### config.mk
export PLATFORM = sky130hd
export DESIGN_NAME = gol_readout
export DESIGN_NICKNAME = d
export VERILOG_FILES = /design/src/rtl/gol_pkg.sv /design/src/rtl/gol_popcount.sv /design/src/rtl/gol_readout.sv
export SDC_FILE = /design/constraint.sdc
export NUM_CORES = 1
export LEC_CHECK = 0
export ABC_AREA = 1
export CAP_MARGIN = 40
export CORE_ASPECT_RATIO = 0.9
export CORE_MARGIN = 2
export CORE_UTILIZATION = 45
export CTS_CLUSTER_DIAMETER = 100
export DETAILED_ROUTE_END_ITERATION = 7
export GPL_TIMING_DRIVEN = 0
export MAX_ROUTING_LAYER = met4
export PLACE_DENSITY = 0.74
export RECOVER_POWER = 25
export SYNTH_ARGS = -nofsm -noshare
export SYNTH_HDL_FRONTEND = slang
export SYNTH_SLANG_ARGS = --single-unit
### constraint.sdc
create_clock -name CLK -period 5.4 [get_ports CLK]
set_input_delay 1.35 -clock CLK [delete_from_list [all_inputs] [get_ports CLK]]
set_output_delay 1.35 -clock CLK [all_outputs]
set_load 0.05 [all_outputs]
### src/rtl/gol_pkg.sv
`default_nettype none
// ============================================================================
// Module   : gol_pkg
// Purpose  : Shared constants and types for the Game-of-Life frame readout.
//            Holds the default grid geometry / word packing and the readout
//            FSM state encoding.
// Ports    : none (package)
// Revision : 1.0 - initial release
// ============================================================================
package gol_pkg;

  // Default grid geometry and output word packing.
  localparam int c_GRID_W = 16;
  localparam int c_GRID_H = 16;
  localparam int c_PACK   = 8;

  // Readout FSM states.
  typedef enum logic [1:0] {
    IDLE   = 2'd0,
    STREAM = 2'd1,
    FINISH = 2'd2
  } gol_state_t;

endpackage : gol_pkg
`default_nettype wire

### src/rtl/gol_popcount.sv
`default_nettype none
// ============================================================================
// Module   : gol_popcount
// Purpose  : Combinational population count of one packed output word.
// Ports    : i_data  [PACK-1:0]            - packed cell states
//            o_count [clog2(PACK+1)-1:0]   - number of set bits in i_data
// Revision : 1.0 - initial release
// ============================================================================
module gol_popcount
  import gol_pkg::*;
#(
  parameter int PACK = c_PACK
) (
  input  logic [PACK-1:0]              i_data,
  output logic [$clog2(PACK+1)-1:0]    o_count
);

  localparam int c_CNT_W = $clog2(PACK + 1);

  always_comb begin
    o_count = '0;
    for (int i = 0; i < PACK; i++) begin
      o_count = o_count + c_CNT_W'(i_data[i]);
    end
  end

endmodule : gol_popcount
`default_nettype wire

### src/rtl/gol_readout.sv
`default_nettype none
// ============================================================================
// Module   : gol_readout
// Purpose  : Captures a snapshot of the Game-of-Life grid on request and
//            streams it out row-major as PACK-cell words over a valid/ready
//            handshake, with frame/row markers and a live-cell total.
// Ports    : CLK         - clock, rising edge
//            reset_n     - asynchronous active-low reset
//            grid_state  - live state of all cells, bit r*GRID_W+c
//            start       - request to capture and stream one frame
//            busy        - frame is being streamed
//            out_data    - PACK cells, bit k = column word*PACK+k
//            out_valid   - out_data and markers valid
//            out_ready   - consumer accepts the current word
//            out_sof     - first word of frame
//            out_eol     - last word of a row
//            out_eof     - last word of frame
//            live_count  - live cells in the last completed frame
//            frame_done  - one-cycle pulse after the final handshake
// Revision : 1.0 - initial release
// ============================================================================
module gol_readout
  import gol_pkg::*;
#(
  parameter int GRID_W = c_GRID_W,
  parameter int GRID_H = c_GRID_H,
  parameter int PACK   = c_PACK
) (
  input  logic                                  CLK,
  input  logic                                  reset_n,
  input  logic [GRID_W*GRID_H-1:0]              grid_state,
  input  logic                                  start,
  output logic                                  busy,
  output logic [PACK-1:0]                       out_data,
  output logic                                  out_valid,
  input  logic                                  out_ready,
  output logic                                  out_sof,
  output logic                                  out_eol,
  output logic                                  out_eof,
  output logic [$clog2(GRID_W*GRID_H+1)-1:0]    live_count,
  output logic                                  frame_done
);

  // GRID_W must be a whole multiple of PACK so every row splits into
  // complete words.
  localparam int c_CELLS = GRID_W * GRID_H;
  localparam int c_WPR   = GRID_W / PACK;
  localparam int c_COL_W = (c_WPR  > 1) ? $clog2(c_WPR)  : 1;
  localparam int c_ROW_W = (GRID_H > 1) ? $clog2(GRID_H) : 1;
  localparam int c_IDX_W = (c_CELLS > 1) ? $clog2(c_CELLS) : 1;
  localparam int c_SUM_W = $clog2(c_CELLS + 1);
  localparam int c_CNT_W = $clog2(PACK + 1);

  gol_state_t               r_state;
  gol_state_t               w_state_nxt;

  logic [c_CELLS-1:0]       r_snap;
  logic [c_COL_W-1:0]       r_col;
  logic [c_ROW_W-1:0]       r_row;
  logic [c_SUM_W-1:0]       r_sum;
  logic [c_SUM_W-1:0]       r_live_count;

  logic                     w_streaming;
  logic                     w_handshake;
  logic                     w_last_col;
  logic                     w_last_row;
  logic                     w_capture;
  logic                     w_load_total;
  logic [c_IDX_W-1:0]       w_base;
  logic [PACK-1:0]          w_word;
  logic [c_CNT_W-1:0]       w_pop;

  // --------------------------------------------------------------------------
  // Word addressing: all outputs derive from registered indices and the
  // snapshot, so they are naturally stable while the consumer stalls.
  // --------------------------------------------------------------------------
  assign w_streaming = (r_state == STREAM);
  assign w_handshake = w_streaming & out_ready;
  assign w_last_col  = (r_col == c_COL_W'(c_WPR - 1));
  assign w_last_row  = (r_row == c_ROW_W'(GRID_H - 1));
  assign w_base      = c_IDX_W'(int'(r_row) * GRID_W + int'(r_col) * PACK);
  assign w_word      = r_snap[w_base +: PACK];

  assign out_data    = w_streaming ? w_word : '0;
  assign out_sof     = w_streaming & (r_col == '0) & (r_row == '0);
  assign out_eol     = w_streaming & w_last_col;
  assign out_eof     = w_streaming & w_last_col & w_last_row;
  assign live_count  = r_live_count;

  gol_popcount #(
    .PACK (PACK)
  ) u_popcount (
    .i_data  (w_word),
    .o_count (w_pop)
  );

  // --------------------------------------------------------------------------
  // FSM: state register
  // --------------------------------------------------------------------------
  always_ff @(posedge CLK or negedge reset_n) begin
    if (!reset_n) begin
      r_state <= IDLE;
    end else begin
      r_state <= w_state_nxt;
    end
  end

  // --------------------------------------------------------------------------
  // FSM: next state and control outputs
  // --------------------------------------------------------------------------
  always_comb begin
    w_state_nxt  = r_state;
    busy         = 1'b0;
    out_valid    = 1'b0;
    frame_done   = 1'b0;
    w_capture    = 1'b0;
    w_load_total = 1'b0;
    case (r_state)
      IDLE: begin
        if (start) begin
          w_capture   = 1'b1;
          w_state_nxt = STREAM;
        end
      end
      STREAM: begin
        busy      = 1'b1;
        out_valid = 1'b1;
        if (w_handshake && w_last_col && w_last_row) begin
          w_state_nxt = FINISH;
        end
      end
      FINISH: begin
        // start is deliberately not examined here.
        frame_done   = 1'b1;
        w_load_total = 1'b1;
        w_state_nxt  = IDLE;
      end
      default: begin
        w_state_nxt = IDLE;
      end
    endcase
  end

  // --------------------------------------------------------------------------
  // Datapath: snapshot, word indices, running count, published total.
  // The running count is sized for a full grid, so it cannot wrap.
  // --------------------------------------------------------------------------
  always_ff @(posedge CLK or negedge reset_n) begin
    if (!reset_n) begin
      r_snap       <= '0;
      r_col        <= '0;
      r_row        <= '0;
      r_sum        <= '0;
      r_live_count <= '0;
    end else begin
      if (w_capture) begin
        r_snap <= grid_state;
        r_col  <= '0;
        r_row  <= '0;
        r_sum  <= '0;
      end else if (w_handshake) begin
        r_sum <= r_sum + c_SUM_W'(w_pop);
        if (w_last_col) begin
          r_col <= '0;
          r_row <= w_last_row ? '0 : r_row + 1'b1;
        end else begin
          r_col <= r_col + 1'b1;
        end
      end
      if (w_load_total) begin
        r_live_count <= r_sum;
      end
    end
  end

endmodule : gol_readout
`default_nettype wire

==> metrics.md <==
| Metric | Value |
|---|---|
| Post-synth EDFFs | 0 |
| Placed insts | between 2,000 and 3,000 |
| CTS Hold Buffers Added | 0 |
| Non-filler instance count after layout | 2,593 |
| Psw | around 0.0058 W |
| Synthesis Warnings | 0 |
| DRC viols | 0 |
| Vias in the first global route | between 10,000 and 15,000 |
| H-tree depth | 1 |
| # nets final | around 2,400 |
| Initial Utilization | between 40% and 50% |
| Final Critical Period | between 5 and 6 ns |
| Layout cells sized above 1 | under 10% |
| Dominant synthesized flop cell | dfrtp_1 |
| Most frequent cells in the layout | 923 x nand2_1, 281 x clkdlybuf4s50_1, 281 x dfrtp_1, 177 x nand3_1, 120 x inv_1 |
| Lkg Pwr | ~9.2 nW |
| First-pass GRT wire length | 73,400 um |
| Die Span Y | between 150 and 200 um |
| VDD IR max | 792.6 uV |
| DRT iter0 DRCs | approximately 1,400 |
| PD cells | between 600 and 700 nW/um2 |
| Commonest non-fill, non-tap cell in the layout | nand2_1 |
| Gp weighted congestion | just over 0.9 |
| Slowest stage delay, CP | 0.53 ns |
| Comb power frac | about 56% |
| Max-cap viol count | 1 |
| Initial antenna violation count | 1 |
| Total gr overflow | 0 |
| Die area | ~32,000 um2 |
| Clk root buf | clkbuf_16 |
| Mean Syn Cell Area | 7.451 um2 |
| Required @ worst endpoint | a little under 6 ns |
| Fmax | 0.1932 GHz |
| Clk_lat worst skew | roughly 0.56 ns |
| Tcrit/Tclk final | between 90 and 100% |
| Clk pin slew, worst setup/hold paths | 0.06 ns |
| Vias per cell | around 5.3 |
| DRT Pass-1 Iters | 6 |
| Post-synth ARST share | 100.0% |
| Final HPWL DP | roughly 36,000 um |
| Setup violators final | 0 |
| Longest Clk Path Bufs | 3 |
| WL final | ~48,000 um |
| Placed cell areas | 17,190 um2 |
| Syn Inst Count | ~1,800 |
| Final Power | ~0.013 W |
| Filler cells | 2,703 |
| CTS tree | yes |
| Final Skew | ~0.011 ns |
| IO Port Bufs | between 200 and 300 |
| CP Class | register to register |
| Hold violation count in the final report | 0 |
| Worst-margin pin slew | between 3 and 4 ns |
| Design Area, Final | between 15,000 and 20,000 um2 |
| Synthesized flop and latch total | 281 |
| Inserted Clock Buffers | 30 |
| CTS Sinks | ~280 |
| Clock power share | 16.5% |
| Via count | roughly 14,000 |
| Failing checks | capacitance limit, slew limit |
| Core ar. | around 30,000 um2 |
| Max FO, Critical Path | 10 |
| Crit end category | register |
| CP arrival | 5.59 ns |
| Seq/Total Area, Yosys | ~50% |
| Total track usage | between 30% and 40% |
| Core Util, Final | approximately 61% |
| Worst-path cell chain | clkbuf_4 > buf_2 > nand3_1 > nand3_1 > nand2_1 > nand3b_1 > nand2_2 > inv_1 > ha_1 > fa_1 > inv_1 > fa_1 > inv_1 > fa_1 > inv_1 > fa_1 > inv_1 > fa_1 > nand3_1 > nand3_2 > nand3_1 > inv_1 > a21oi_2 > nor3_2 |
| Sequential Power Share | ~28% |
| Slew headroom | -118.1% |
| Cell row count | 60 |
| Max Slew Vio Count | 60 |
| Post-Synthesis Cell Area | 13,760 um2 |
| Status | finished with violations |
| Area growth from synthesis to layout | 33.09% |
| Largest net degree at the start of global routing | 81 |
| Routed len/inst | 18.47 um |
| Pint | around 0.0069 W |
| Hold Path Class | register to register |
| Worst setup SP type | register |
| I/O pin cnt | 283 |
| Post-CTS Setup Bufs | 0 |
| Final setup TNS | 0 ns |
| Crit-path most repeated cell | inv_1 |
| Die W | around 190 um |
| Worst path slowest cell | fa_1 |
| Distinct cells, synth | 32 |
| Syn Nets | ~2,100 |
| Post-detailed-route count of antenna-violating nets | 0 |
| Switching share of power | between 40% and 50% |
## per-stage QoR
| step | setup WS (ns) | hold slack (ns) |
|---|---|---|
| after floorplan | 0.8816 | 0.4407 |
| after global placement | -8.908 | 0.4588 |
| after detailed placement | -0.1360 | 0.4616 |
| after CTS | 0.01332 | 0.4782 |
| after global routing | -0.03162 | 0.4963 |
| final | 0.2245 | 0.4775 |
## worst paths after layout
kind                                     to  slack (ns)        from  cells past startpoint
worst max-delay path               r_sum[6]        0.22    r_row[0]                     24
worst min-delay path             r_snap[88]        0.48  r_snap[88]                      2
worst max register to register     r_sum[6]        0.22    r_row[0]                     24
worst min register to register   r_snap[88]        0.48  r_snap[88]                      2
max in group asynchronous       r_snap[132]        1.31     reset_n                      4
min in group asynchronous        r_snap[60]        1.89     reset_n                      1
## cells by family (layout without fill, tap and decap cells)
logic type	after synthesis	count (layout)	synth area share (%)
fa+ha+maj	15	15	1.637
other cells	0	1	0
flops	281	281	51.10
compound gates	139	139	5.173
buf+inv	237	579	7.782
simple gates	1173	1173	34.18
xor+xnor	2	2	0.1273
## critical path: cells and delay by family, from the launching register on
kind,cells,cell delay [ns]
adder cells (fa/ha/maj),6,2.42
AND/OR/NAND/NOR,9,1.06
flip-flops,1,0.38
AO/OA/AOI/OAI,1,0.16
buffers and inverters,8,0.99
## what timing repair did
action / 4_1_cts / 5_1_grt
endpoints found under the hold margin: 0 / 0
cloned: 0 / 0
resized for setup: 2 / 53
endpoints found under the setup margin: 5 / 8
pin swaps: 0 / 1
## power by group through the flow
stage / combinational (W) / sequential (W) / clock (W)
3_3_place_gp: 0.00658 / 0.00356 / 0
4_1_cts: 0.00691 / 0.00355 / 0.00211
3_5_place_dp: 0.00688 / 0.00357 / 0
5_1_grt: 0.00793 / 0.00366 / 0.00222
2_1_floorplan: 0.00474 / 0.00343 / 0
6_report: 0.00708 / 0.00357 / 0.00211
## registers in the layout, indices dropped and copies added (netlist names)
signal	count
r_sum	9
live_count	9
r_snap	256
r_col	1
r_row	4
r_state	2
## layer usage
layer | global-route usage (%) | wire length, um | vias up
met2 | 45.93 | 20860 | 754
met4 | 11.21 | 1857 | 0
li1 | - | - | 6359
met3 | 6.826 | 5243 | 124
met1 | 41.50 | 19940 | 6419
met5 | - | 0 | -
## synth_stat cells, types with 2 or more instances
master	instances	share of area, %
a21oi_1	20	0.73
nand3b_1	4	0.22
nand3_1	179	6.5
dfrtp_1	281	51
o21ai_0	109	4.0
buf_4	4	0.22
nand2_1	924	25
buf_6	11	0.90
buf_2	58	2.1
nor3_1	5	0.18
nor2_1	42	1.1
inv_1	120	3.3
inv_2	6	0.16
buf_1	3	0.082
o211ai_1	3	0.16
clkbuf_1	33	0.90
ha_1	10	0.91
fa_1	5	0.73
or2_2	11	0.50
nand4_1	4	0.18
o22ai_1	2	0.091
o21ai_1	3	0.11
## layout make-up
type / instances / area (um2) / share of cell area (%)
diodes: 1 / 2.502 / 0.01366
flip-flops and latches: 281 / 7032 / 38.39
repair buffers: 286 / 2910 / 15.89
well taps: 403 / 504.2 / 2.753
plain buffers: 110 / 675.6 / 3.689
inverters: 127 / 485.5 / 2.650
clock inverters: 11 / 105.1 / 0.5738
multi-input cells: 1329 / 5693 / 31.08
clock buffers: 45 / 908.4 / 4.959
Power figures use the tool's default switching activity.
